===== config.mk =====
export PLATFORM = sky130hd
export DESIGN_NAME = multicycle_ctrl
export DESIGN_NICKNAME = d
export VERILOG_FILES = /design/src/rtl/multicycle_ctrl_pkg.sv /design/src/rtl/multicycle_ctrl_alu_decoder.sv /design/src/rtl/multicycle_ctrl.sv
export SDC_FILE = /design/constraint.sdc
export NUM_CORES = 1
export LEC_CHECK = 0
export CAP_MARGIN = 20
export CORE_AREA = 2 2 45 47
export DETAILED_ROUTE_END_ITERATION = 8
export DIE_AREA = 0 0 47 49
export DONT_BUFFER_PORTS = 1
export GPL_TIMING_DRIVEN = 0
export PLACE_DENSITY = 0.54
export SLEW_MARGIN = 30
export SYNTH_ARGS = -nofsm -noshare
export SYNTH_HDL_FRONTEND = slang
export SYNTH_SLANG_ARGS = --single-unit

===== constraint.sdc =====
create_clock -name clk -period 3.6 [get_ports clk]
set_input_delay 0.36 -clock clk [delete_from_list [all_inputs] [get_ports clk]]
set_output_delay 0.36 -clock clk [all_outputs]
set_load 0.01 [all_outputs]

===== src/rtl/multicycle_ctrl_pkg.sv =====
// Shared encodings for the multicycle RV32I control path: FSM states, opcodes and datapath select codes.
// Build option CTRL_JTYPE_EN (see multicycle_ctrl) decides whether S_JAL is reachable.
package multicycle_ctrl_pkg;

  typedef enum logic [3:0] {
    S_FETCH    = 4'd0,
    S_DECODE   = 4'd1,
    S_MEMADR   = 4'd2,
    S_MEMREAD  = 4'd3,
    S_MEMWB    = 4'd4,
    S_MEMWRITE = 4'd5,
    S_EXECR    = 4'd6,
    S_EXECI    = 4'd7,
    S_ALUWB    = 4'd8,
    S_BEQ      = 4'd9,
    S_LUI      = 4'd10,
    S_JAL      = 4'd11,
    S_ERROR    = 4'd12
  } state_t;

  localparam logic [6:0] OP_LOAD  = 7'b0000011;
  localparam logic [6:0] OP_STORE = 7'b0100011;
  localparam logic [6:0] OP_RTYPE = 7'b0110011;
  localparam logic [6:0] OP_ITYPE = 7'b0010011;
  localparam logic [6:0] OP_BEQ   = 7'b1100011;
  localparam logic [6:0] OP_LUI   = 7'b0110111;
  localparam logic [6:0] OP_JAL   = 7'b1101111;

  localparam logic [2:0] IMM_I = 3'b000;
  localparam logic [2:0] IMM_S = 3'b001;
  localparam logic [2:0] IMM_B = 3'b010;
  localparam logic [2:0] IMM_U = 3'b011;
  localparam logic [2:0] IMM_J = 3'b100;

  localparam logic [1:0] SRCA_PC    = 2'b00;
  localparam logic [1:0] SRCA_OLDPC = 2'b01;
  localparam logic [1:0] SRCA_RS1   = 2'b10;
  localparam logic [1:0] SRCA_ZERO  = 2'b11;

  localparam logic [1:0] SRCB_RS2  = 2'b00;
  localparam logic [1:0] SRCB_IMM  = 2'b01;
  localparam logic [1:0] SRCB_FOUR = 2'b10;

  localparam logic [2:0] ALU_ADD = 3'b000;
  localparam logic [2:0] ALU_SUB = 3'b001;
  localparam logic [2:0] ALU_AND = 3'b010;
  localparam logic [2:0] ALU_OR  = 3'b011;
  localparam logic [2:0] ALU_SLT = 3'b101;

  localparam logic [1:0] RES_ALUOUT    = 2'b00;
  localparam logic [1:0] RES_MEMDATA   = 2'b01;
  localparam logic [1:0] RES_ALURESULT = 2'b10;

endpackage


===== src/rtl/multicycle_ctrl_alu_decoder.sv =====
// ALU operation decode from funct3/funct7b5; flags funct3 values the datapath cannot execute.
// Purely combinational, zero latency, no handshake.
module alu_decoder
  import multicycle_ctrl_pkg::*;
(
  input  logic [2:0] i_funct3,
  input  logic       i_funct7b5,
  input  logic       i_is_rtype,
  output logic [2:0] o_alu_control,
  output logic       o_unsupported
);

  always_comb begin
    o_alu_control = ALU_ADD;
    o_unsupported = 1'b0;
    case (i_funct3)
      3'b000:  o_alu_control = (i_is_rtype && i_funct7b5) ? ALU_SUB : ALU_ADD;
      3'b010:  o_alu_control = ALU_SLT;
      3'b110:  o_alu_control = ALU_OR;
      3'b111:  o_alu_control = ALU_AND;
      default: o_unsupported = 1'b1;
    endcase
  end

endmodule


===== src/rtl/multicycle_ctrl.sv =====
// Main control FSM of the multicycle RV32I core; stalls on mem_ready, ERROR is terminal until reset.
// Define CTRL_JTYPE_EN to include the JAL sequence; otherwise op 1101111 is treated as illegal.
module multicycle_ctrl
  import multicycle_ctrl_pkg::*;
#(
  parameter logic [3:0] RESET_STATE = 4'd0
) (
  input  logic       clk,
  input  logic       rst_n,
  input  logic [6:0] op,
  input  logic [2:0] funct3,
  input  logic       funct7b5,
  input  logic       zero,
  input  logic       mem_ready,
  output logic       mem_req,
  output logic       MemWrite,
  output logic       AdrSrc,
  output logic       IRWrite,
  output logic       PCWrite,
  output logic       RegWrite,
  output logic [2:0] ImmSrc,
  output logic [1:0] ALUSrcA,
  output logic [1:0] ALUSrcB,
  output logic [2:0] ALUControl,
  output logic [1:0] ResultSrc,
  output logic       illegal
);

  state_t     r_state;
  state_t     w_next_state;
  logic [2:0] w_alu_control;
  logic       w_alu_unsupported;

  alu_decoder u_alu_decoder (
    .i_funct3      (funct3),
    .i_funct7b5    (funct7b5),
    .i_is_rtype    (op == OP_RTYPE),
    .o_alu_control (w_alu_control),
    .o_unsupported (w_alu_unsupported)
  );

  always_ff @(posedge clk or negedge rst_n) begin
    if (!rst_n) r_state <= state_t'(RESET_STATE);
    else        r_state <= w_next_state;
  end

  always_comb begin
    w_next_state = r_state;
    case (r_state)
      S_FETCH:    if (mem_ready) w_next_state = S_DECODE;
      S_DECODE: begin
        case (op)
          OP_LOAD, OP_STORE: w_next_state = S_MEMADR;
          OP_RTYPE:          w_next_state = S_EXECR;
          OP_ITYPE:          w_next_state = S_EXECI;
          OP_BEQ:            w_next_state = S_BEQ;
          OP_LUI:            w_next_state = S_LUI;
`ifdef CTRL_JTYPE_EN
          OP_JAL:            w_next_state = S_JAL;
`endif
          default:           w_next_state = S_ERROR;
        endcase
      end
      S_MEMADR:   w_next_state = (op == OP_STORE) ? S_MEMWRITE : S_MEMREAD;
      S_MEMREAD:  if (mem_ready) w_next_state = S_MEMWB;
      S_MEMWB:    w_next_state = S_FETCH;
      S_MEMWRITE: if (mem_ready) w_next_state = S_FETCH;
      S_EXECR,
      S_EXECI:    w_next_state = w_alu_unsupported ? S_ERROR : S_ALUWB;
      S_ALUWB:    w_next_state = S_FETCH;
      S_BEQ:      w_next_state = (funct3 == 3'b000) ? S_FETCH : S_ERROR;
      S_LUI:      w_next_state = S_ALUWB;
`ifdef CTRL_JTYPE_EN
      S_JAL:      w_next_state = S_ALUWB;
`endif
      default:    w_next_state = S_ERROR;
    endcase
  end

  // Outputs are gated by rst_n so an asserted reset kills an in-flight access at once.
  always_comb begin
    mem_req    = 1'b0;
    MemWrite   = 1'b0;
    AdrSrc     = 1'b0;
    IRWrite    = 1'b0;
    PCWrite    = 1'b0;
    RegWrite   = 1'b0;
    ImmSrc     = IMM_I;
    ALUSrcA    = SRCA_PC;
    ALUSrcB    = SRCB_RS2;
    ALUControl = ALU_ADD;
    ResultSrc  = RES_ALUOUT;
    illegal    = 1'b0;
    if (rst_n) begin
      case (r_state)
        S_FETCH: begin
          mem_req = 1'b1;
          if (mem_ready) begin
            IRWrite   = 1'b1;
            PCWrite   = 1'b1;
            ALUSrcB   = SRCB_FOUR;
            ResultSrc = RES_ALURESULT;
          end
        end
        S_DECODE: begin
          ALUSrcA = SRCA_OLDPC;
          ALUSrcB = SRCB_IMM;
`ifdef CTRL_JTYPE_EN
          ImmSrc  = (op == OP_JAL) ? IMM_J : IMM_B;
`else
          ImmSrc  = IMM_B;
`endif
        end
        S_MEMADR: begin
          ALUSrcA = SRCA_RS1;
          ALUSrcB = SRCB_IMM;
          ImmSrc  = (op == OP_STORE) ? IMM_S : IMM_I;
        end
        S_MEMREAD: begin
          mem_req = 1'b1;
          AdrSrc  = 1'b1;
        end
        S_MEMWB: begin
          ResultSrc = RES_MEMDATA;
          RegWrite  = 1'b1;
        end
        S_MEMWRITE: begin
          mem_req  = 1'b1;
          MemWrite = 1'b1;
          AdrSrc   = 1'b1;
        end
        S_EXECR: begin
          ALUSrcA    = SRCA_RS1;
          ALUSrcB    = SRCB_RS2;
          ALUControl = w_alu_control;
        end
        S_EXECI: begin
          ALUSrcA    = SRCA_RS1;
          ALUSrcB    = SRCB_IMM;
          ImmSrc     = IMM_I;
          ALUControl = w_alu_control;
        end
        S_ALUWB: begin
          ResultSrc = RES_ALUOUT;
          RegWrite  = 1'b1;
        end
        S_BEQ: begin
          ALUSrcA    = SRCA_RS1;
          ALUSrcB    = SRCB_RS2;
          ALUControl = ALU_SUB;
          ResultSrc  = RES_ALUOUT;
          // A malformed branch must not redirect the PC on its way to ERROR.
          PCWrite    = zero && (funct3 == 3'b000);
        end
        S_LUI: begin
          ImmSrc  = IMM_U;
          ALUSrcA = SRCA_ZERO;
          ALUSrcB = SRCB_IMM;
        end
`ifdef CTRL_JTYPE_EN
        S_JAL: begin
          ALUSrcA   = SRCA_OLDPC;
          ALUSrcB   = SRCB_FOUR;
          ResultSrc = RES_ALUOUT;
          PCWrite   = 1'b1;
        end
`endif
        S_ERROR:  illegal = 1'b1;
        default:  illegal = 1'b1;
      endcase
    end
  end

endmodule


==> results of run 1 <==
[per-stage QoR]
step	setup slack [ns]	instance area [um2]	hold slack [ns]
final	1.51	747	0.327
after global routing	1.40	747	0.359
after CTS	1.50	747	0.315
after detailed placement	1.78	714	0.0645
after global placement	1.72	714	0.0645
after floorplan	1.97	681	0.0644
[final cells by class]
class                   count  area, um2  share of cell area [%]
multi-input cells          81        515                    69.0
flip-flops and latches      4        100                    13.4
plain buffers              10       53.8                    7.20
well taps                  27       33.8                    4.52
clock buffers               3       22.5                    3.02
repair buffers              1       10.0                    1.34
inverters                   3       11.3                    1.51
[cell usage after synthesis (2+ instances only)]
| master | n |
|---|---|
| a21oi_1 | 8 |
| and3b_1 | 2 |
| and4b_1 | 2 |
| buf_4 | 2 |
| clkbuf_1 | 6 |
| dfrtp_1 | 4 |
| inv_1 | 3 |
| nand2_1 | 6 |
| nand2b_1 | 3 |
| nand3_1 | 3 |
| nand3b_1 | 4 |
| nor2_1 | 6 |
| nor2b_1 | 4 |
| nor3_1 | 6 |
| nor3b_1 | 3 |
| nor4_1 | 2 |
| o21ai_0 | 4 |
| o21ai_1 | 4 |
| or4_1 | 2 |
| xor2_1 | 2 |
[layer usage]
metal	share of wire [%]	global-route usage [%]	vias up
met5	0	0	-
met4	0	7.41	0
met3	6.2	1.11	0
met2	49	26.3	23
met1	45	22.9	342
li1	-	-	372
[cells in the final DEF, fill, tap and decap left out, drive strengths merged, types with 3 or more instances in the layout]
master / netlist / final
inv: 3 / 3
dfrtp: 4 / 4
a21oi: 8 / 8
nor2b: 4 / 4
nand3b: 4 / 4
nand2b: 3 / 3
nand2: 6 / 6
clkbuf: 6 / 9
nand3: 3 / 3
nor3: 6 / 6
buf: 4 / 4
nor2: 7 / 7
o21ai: 8 / 8
nor3b: 3 / 3
[cell families after synthesis]
kind of cell              Yosys count  share of synthesized area (%)
AOI/OAI and AO/OA                  27                           26.5
and+or+nand+nor                    50                           44.9
other                               1                          0.551
DFF                                 4                           14.7
buffers and inverters              13                           9.56
xor gates and xnor gates            3                           3.86
[how the worst max path moves through the flow]
stage,cells after the start,endpoint,from,slack [ns]
floorplan,4,ALUControl[0],r_state[1],1.97
global placement,4,ALUControl[0],r_state[1],1.72
detailed placement,4,ALUControl[0],r_state[1],1.78
CTS,4,ALUControl[0],r_state[1],1.50
global route,4,ALUControl[2],r_state[1],1.40
finish,4,ALUControl[0],r_state[1],1.51
[worst max-delay path: stages, from the launching register on]
cell and delay (ns):
dfrtp_1 0.33, clkbuf_1 0.31, buf_2 0.29, nand3_1 0.15, o32ai_1 0.42
[power by group through the flow]
stage / Clock (uW) / Combinational [uW] / Sequential (uW)
CTS: 60.2 / 308 / 76.7
global placement: 0 / 306 / 77.6
floorplan: 0 / 259 / 72.3
detailed placement: 0 / 307 / 76.1
finish: 55.4 / 308 / 76.9
global route: 61.8 / 346 / 78.5
==> results.py, run 1 <==
metrics = {
    "timing": {
        "setup_viol": 0,
        "skew_ns": 0.00103,
        "rsz0062_at_grt": "no",
        "slew_headroom_pct": 64.9,
        "setup_tns_ns": 0,
        "max_freq_mhz": 479,
        "period_needed_ns": 2.09,
        "period_share_pct": 58.0,
        "hold_viol_final": 0,
        "final_max_slew_viol_count": 0,
        "worst_pin_slew_ns": 0.519,
    },
    "layout": {
        "nets": 119,
        "largest_register_ffs": 4,
        "top_regs": "r_state x4",
        "drive_gt1_share_pct": 8.82,
        "syn_to_final_growth_pct": 9.74,
        "regMostFlops": "r_state",
        "stdcell_count": 129,
        "n_antenna_cell": 0,
        "fillers": 213,
        "finish.utilization_pct": 40.6,
    },
    "critical_path": {
        "startpoint_type": "flip-flop",
        "r2r_slack_ns": 1.96,
        "worstPathMaxFanout": 10,
        "ff2ff_path_depth": 6,
        "r2r_start": "r_state[2]",
        "worstReg2RegEnd": "r_state[2]",
        "end_kind": "output pin",
        "cp.required_ns": 3.24,
        "criticalPathCategory": "reg -> out",
        "cp.arrival_ns": 1.73,
    },
    "synthesis": {
        "synth_top_cell_by_area": "dfrtp_1",
        "yosys_warnings": 0,
        "ys_top_cells_by_area": "dfrtp_1 15%, a21oi_1 5.9%, nor3_1 4.4%",
        "syn_inst": 98,
        "synth.avg_cell_area_um2": 6.95,
        "synth_cell_type_count": 42,
        "synth_edf_count": 0,
        "synth_seq_cells": 4,
        "synth_area_um2": 681,
        "synth_top_area_share_pct": 14.7,
        "seq_area_frac_synth_pct": 14.7,
        "synth_flop_cell": "dfrtp_1",
        "async_reset_ff_share_pct": 100,
        "synth_fp_nets": 113,
    },
    "floorplan": {
        "dieArea_um2": 2300,
        "die_w_um": 47,
        "core_area_um2": 1840,
        "floorplan.initialDensity_pct": 37.0,
        "rows": 16,
        "dieHeight_um": 49,
        "io_pins": 34,
    },
    "grt": {
        "antenna_found_initial": 0,
        "grt_pass1_wl_um": 2950,
        "grt_pass1_vias": 676,
        "track_usage_pct": 16.8,
        "grt_max_degree": 11,
        "grt-ovfl-total": 0,
    },
    "clock_network": {
        "clockBufferDepth": 2,
        "htree_num_levels": 1,
        "clk_latency_ns": 0.23,
        "postCtsSetupRepairBufs": 0,
        "hold_buffers": 1,
        "root_buffer": "clkbuf_4",
        "clock_sinks": 4,
        "cts_tree": "yes",
        "clk_pin_slew_ns": 0.04,
        "cts_resized": 0,
        "cts_buffers": 3,
    },
    "place": {
        "post-dp-hpwl_um": 1370,
        "routabilityCongestion": 0.744,
        "place_inst": 125,
        "port_buffers": 0,
    },
    "power_and_ir_drop": {
        "pwr-share-comb_pct": 70.0,
        "switching_share_pct": 50.3,
        "p_leak_uw": 0.000274,
        "intPower_uw": 219,
        "clkPwrFrac_pct": 12.6,
        "powerDensity_nw_per_um2": 590,
        "vdd_drop_max_mv": 0.223,
        "power_frac_seq_pct": 17.5,
        "power_uw": 440,
        "switchingPower_uw": 221,
    },
    "detailed_routing": {
        "vias": 737,
        "wl_per_cell_um": 13.7,
        "drt_pre_antenna_iters": 4,
        "wl_um": 1770,
        "drt_iter0_drc": 12,
        "post_drt_via_cell_ratio": 5.71,
        "drcViolationCount": 0,
        "drt.antenna.violating_nets": 0,
    },
    "hold_path": {
        "min_from": "mem_ready",
        "hold_depth": 2,
        "hp-class": "in -> reg",
        "min_to": "r_state[2]",
    },
    "flow_run": {
        "drv_cap": 0,
    },
    "outcome": {
        "status": "finished, final reports clean",
    },
}
No activity file was read; power rests on OpenSTA's default activity.
==> run 2, diff against run 1 <==
Settings changed: PLACE_DENSITY 0.54 to 0.56.
Clock period 3.6 ns to 1.8 ns, I/O delays scaled along.
==> run 2 against run 1 <==
Compared with the run above:
- first-iteration DRC count shrank 17%
- critical path depth is 1 lower
- highest routed layer is now met4
- sequential power rose by 130%
- cell area increased by 5.2%
- worst setup slack got worse by 1.4 ns
==> results.py, run 2 (synthesized netlist as in run 1, its figures left out) <==
metrics = {
    "floorplan": {
        "die_w_um": 47,
        "rows": 16,
        "io_pins": 34,
        "dieArea_um2": 2300,
        "core_area_um2": 1840,
        "floorplan.initialDensity_pct": 37.0,
        "dieHeight_um": 49,
    },
    "detailed_routing": {
        "drt_pre_antenna_iters": 4,
        "wl_um": 1880,
        "drcViolationCount": 0,
        "post_drt_via_cell_ratio": 5.75,
        "drt.antenna.violating_nets": 0,
        "wl_per_cell_um": 14.8,
        "drt_iter0_drc": 10,
        "vias": 730,
    },
    "layout": {
        "drive_gt1_share_pct": 20.0,
        "layout_commonest_cell": "a21oi_1",
        "syn_to_final_growth_pct": 15.4,
        "largest_register_ffs": 4,
        "fillers": 223,
        "stdcell_count": 127,
        "n_antenna_cell": 0,
        "mostFrequentLayoutCells": "8 x a21oi_1, 6 x nor2_1, 6 x nand2_1, 6 x nor3_1",
        "regMostFlops": "r_state",
        "nets": 117,
        "top_regs": "r_state x4",
    },
    "timing": {
        "rsz0062_at_grt": "no",
        "period_needed_ns": 1.68,
        "final_max_slew_viol_count": 0,
        "setup_tns_ns": 0,
        "skew_ns": 0.00295,
        "hold_viol_final": 0,
        "slew_headroom_pct": 64.8,
        "max_freq_mhz": 597,
        "setup_viol": 0,
        "worst_pin_slew_ns": 0.514,
        "period_share_pct": 93.1,
    },
    "clock_network": {
        "clock_sinks": 4,
        "cts_tree": "yes",
        "htree_num_levels": 1,
        "clk_latency_ns": 0.24,
        "cts_buffers": 3,
        "root_buffer": "clkbuf_4",
        "clk_pin_slew_ns": 0.04,
        "postCtsSetupRepairBufs": 0,
        "clockBufferDepth": 2,
    },
    "power_and_ir_drop": {
        "p_leak_uw": 0.000283,
        "powerDensity_nw_per_um2": 1160,
        "vdd_drop_max_mv": 0.620,
    },
    "critical_path": {
        "worstPathMaxFanout": 9,
        "cp.arrival_ns": 1.50,
        "path_cells": "and2b_1 -> nand3_2 -> o32ai_2",
        "startpoint_type": "flip-flop",
        "worstReg2RegEnd": "r_state[2]",
        "end_kind": "output pin",
        "r2r_slack_ns": 0.16,
        "cp.required_ns": 1.62,
        "r2r_start": "r_state[2]",
        "criticalPathCategory": "reg -> out",
        "critPathSlowestCell": "dfrtp_2",
        "max_stage_delay_ns": 0.46,
        "ff2ff_path_depth": 6,
    },
    "place": {
        "place_inst": 125,
        "routabilityCongestion": 0.774,
        "port_buffers": 0,
        "post-dp-hpwl_um": 1390,
    },
    "outcome": {
        "status": "finished, final reports clean",
    },
    "grt": {
        "grt_pass1_vias": 699,
        "grt-ovfl-total": 0,
        "grt_max_degree": 11,
        "antenna_found_initial": 0,
        "grt_pass1_wl_um": 3290,
        "track_usage_pct": 19.0,
    },
    "hold_path": {
        "min_from": "mem_ready",
        "hold_depth": 2,
        "min_to": "r_state[2]",
        "hp-class": "in -> reg",
    },
    "flow_run": {
        "drv_cap": 0,
    },
}
-- run 2: changes by cell type in the layout (fill, tap and decap cells not counted), moves of 2 or more --
cell      change
dfrtp_2       +2
clkbuf_2      +2
clkbuf_1      -5
dfrtp_1       -2
-- run 2: worst max path at each step --
| stage | slack [ns] | endpoint | depth (start not counted) | from |
|---|---|---|---|---|
| global route | 0.02 | ALUSrcA[1] | 4 | r_state[0] |
| floorplan | 0.27 | r_state[2] | 6 | r_state[2] |
| global placement | 0.11 | ALUControl[2] | 4 | r_state[1] |
| detailed placement | 0.13 | ALUControl[2] | 4 | r_state[1] |
| CTS | 0.01 | ALUSrcA[1] | 4 | r_state[0] |
| finish | 0.12 | ALUControl[0] | 3 | r_state[3] |
-- run 2: critical path: cells and delay by family, from the launching register on --
family | cells | cell delay [ns]
AOI/OAI and AO/OA | 1 | 0.37
DFF | 1 | 0.46
and+or+nand+nor | 2 | 0.43
-- run 2: timing repair --
action / CTS / global route
endpoints found under the hold margin: 4 / 0
hold buffers: 1 / 0
endpoints found under the setup margin: 9 / 11
resized for setup: 4 / 12
pin swaps: 0 / 1
-- run 2: per-stage QoR --
step	cell area (um2)	total power [uW]	hold slack [ns]	utilization (%)	worst slack, ns
3_5_place_dp	714	771	-0.115	38.8	0.127
2_1_floorplan	681	662	-0.116	-	0.265
6_report	786	911	0.149	42.7	0.124
5_1_grt	786	998	0.180	42.7	0.0165
4_1_cts	764	902	0.144	41.5	0.0117
3_3_place_gp	714	764	-0.115	38.8	0.115
-- run 2: layout make-up --
| type | instances | area, um2 | area share (%) |
|---|---|---|---|
| repair buffers | 1 | 10.0 | 1.27 |
| plain buffers | 8 | 52.6 | 6.69 |
| flip-flops and latches | 4 | 103 | 13.1 |
| multi-input cells | 81 | 553 | 70.4 |
| inverters | 3 | 11.3 | 1.43 |
| clock buffers | 3 | 22.5 | 2.87 |
| well taps | 27 | 33.8 | 4.30 |
-- run 2: power breakdown --
| part | internal [uW] | leakage [uW] | switching, uW |
|---|---|---|---|
| Sequential | 125 | 0.0000488 | 52.0 |
| Clock | 74.7 | 0.0000138 | 38.0 |
| Combinational | 253 | 0.000220 | 369 |
| Total | 453 | 0.000283 | 459 |
-- run 2: metal layers --
layer,wire length [um],track usage (%),part of all wire (%)
met3,100,3.33,5.3
met5,0,0,0
met2,941,28.5,50
met4,14,5.56,0.74
met1,825,27.0,44
==> run 3, diff against run 2 <==
Settings changed: CORE_AREA 2 2 45 47 to 2 2 50 42, DIE_AREA 0 0 47 49 to 0 0 52 44, PLACE_DENSITY 0.56 to 0.55.
Clock period 1.8 ns to 2 ns, I/O delays scaled along.
==> run 3 against run 2 <==
Compared with the run above:
- die area shrank 0.65%
- sequential share of layout area is 0.39 points higher
- utilization down 1.4 points
- cell area fell by 5.3%
- clock power down 12%
- combinational power fell by 8.4%
- via count up 1.2%
- sequential cell count is the same
- largest power group unchanged
- highest routed layer is now met3
==> results.py, run 3 (synthesized netlist as in run 1, its figures left out) <==
metrics = {
    "outcome": {
        "status": "finished, final reports clean",
    },
    "critical_path": {
        "worstPathMaxFanout": 10,
        "critPathTopFamily": "buffers and inverters",
        "startpoint_type": "flip-flop",
        "end_kind": "output pin",
        "cp.required_ns": 1.80,
        "critical_path_depth": 4,
        "ff2ff_path_depth": 6,
        "worst-path-buf-inv": 2,
        "cp.arrival_ns": 1.71,
        "criticalPathCategory": "reg -> out",
        "max_stage_delay_ns": 0.42,
        "path_cells": "clkbuf_1 -> buf_2 -> nand3_1 -> o32ai_1",
        "cp-startpoint": "r_state[1]",
        "critPathSlowestCell": "o32ai_1",
        "r2r_start": "r_state[2]",
    },
    "timing": {
        "slew_headroom_pct": 65.9,
        "final_max_slew_viol_count": 0,
        "setup_viol": 0,
        "period_needed_ns": 1.91,
        "skew_ns": 0.00266,
        "rsz0062_at_grt": "yes",
        "period_share_pct": 95.6,
        "max_freq_mhz": 523,
        "worst_pin_slew_ns": 0.499,
        "hold_viol_final": 0,
    },
    "clock_network": {
        "cts_buffers": 3,
        "cts_tree": "yes",
        "clock_sinks": 4,
        "root_buffer": "clkbuf_4",
        "clk_pin_slew_ns": 0.04,
        "clockBufferDepth": 2,
        "htree_num_levels": 1,
        "clk_latency_ns": 0.24,
    },
    "layout": {
        "syn_to_final_growth_pct": 9.37,
        "seq_area_um2": 100,
        "multiInputGateArea_um2": 515,
        "fillers": 206,
        "finish.utilization_pct": 41.3,
        "nets": 119,
        "regMostFlops": "r_state",
        "largest_register_ffs": 4,
        "mostFrequentLayoutCells": "8 x a21oi_1, 6 x nor2_1, 6 x nand2_1, 6 x nor3_1, 5 x clkbuf_1",
        "n_antenna_cell": 0,
        "drive_gt1_share_pct": 9.80,
        "layout_commonest_cell": "a21oi_1",
        "top_regs": "r_state x4",
        "stdcell_count": 126,
    },
    "grt": {
        "grt_util_met1_pct": 24.7,
        "track_usage_pct": 17.9,
        "grt_util_met3_pct": 6.21,
        "busiest_layer": "met2",
        "grt_pass1_vias": 632,
        "antenna_found_initial": 0,
        "grt-ovfl-total": 0,
        "grt_use_met2_pct": 25.6,
        "grt_max_degree": 11,
        "grt_pass1_wl_um": 2950,
    },
    "detailed_routing": {
        "post_drt_via_cell_ratio": 5.87,
        "drt.antenna.violating_nets": 0,
        "drt_pre_antenna_iters": 4,
        "drcViolationCount": 0,
        "drt_iter0_drc": 12,
        "vias": 739,
        "wl_um": 1900,
        "wl_per_cell_um": 15.1,
    },
    "floorplan": {
        "dieArea_um2": 2290,
        "die_w_um": 52,
        "core_area_um2": 1800,
        "io_pins": 34,
        "rows": 14,
        "floorplan.initialDensity_pct": 37.7,
        "dieHeight_um": 44,
    },
    "place": {
        "place_inst": 122,
        "port_buffers": 0,
        "post-dp-hpwl_um": 1440,
        "routabilityCongestion": 0.775,
    },
    "power_and_ir_drop": {
        "powerDensity_nw_per_um2": 1080,
        "vdd_drop_max_mv": 0.443,
        "p_leak_uw": 0.000278,
        "power_uw": 805,
    },
    "hold_path": {
        "hold_depth": 2,
        "hp-class": "in -> reg",
        "min_from": "mem_ready",
    },
    "flow_run": {
        "drv_cap": 0,
    },
}
## run 3: path summary, 6_finish.rpt
check,slack [ns],endpoint
max reg2reg,0.37,r_state[2]
min,0.17,r_state[2]
min reg2reg,0.81,r_state[0]
max in group asynchronous,1.60,r_state[1]
max,0.09,ALUControl[0]
min in group asynchronous,0.23,r_state[3]
## run 3: worst register-to-register path, stage by stage, from the launching register on
cell	delay (ns)
dfrtp_1	0.36
buf_6	0.14
or4_1	0.52
a21oi_1	0.15
a211oi_1	0.08
a41oi_2	0.16
a21oi_1	0.10
## run 3: layout make-up
class	count	share of cell area, %
plain buffers	10	7.39
well taps	24	4.03
repair buffers	1	1.34
inverters	3	1.51
clock buffers	3	3.03
multi-input cells	81	69.2
flip-flops and latches	4	13.4
## run 3: metal layers
| metal | up-vias | wire, um |
|---|---|---|
| li1 | 373 | - |
| met1 | 340 | 907 |
| met2 | 26 | 873 |
| met3 | 0 | 123 |
| met4 | 0 | 0 |
| met5 | - | 0 |
## run 3: repair_timing
action                                  4_1_cts  5_1_grt
endpoints found under the setup margin        0        5
hold buffers                                  1        0
resized for setup                             0        2
buffers inserted                              0        0
endpoints found under the hold margin         4        0
## run 3: metrics by stage
step / setup TNS, ns / hold WS (ns) / instance area, um2 / setup WS (ns)
after floorplan: 0 / -0.0956 / 681 / 0.465
after global placement: 0 / -0.0955 / 711 / 0.329
after CTS: 0 / 0.158 / 743 / 0.0663
final: 0 / 0.170 / 744 / 0.0873
after global routing: -0.151 / 0.185 / 744 / -0.0787
after detailed placement: 0 / -0.0955 / 711 / 0.325
## run 3: where the power goes
| group | internal, uW | total [uW] | switching (uW) |
|---|---|---|---|
| logic | 220 | 570 | 350 |
| clock network | 67.1 | 99.5 | 32.4 |
| registers | 110 | 136 | 25.7 |
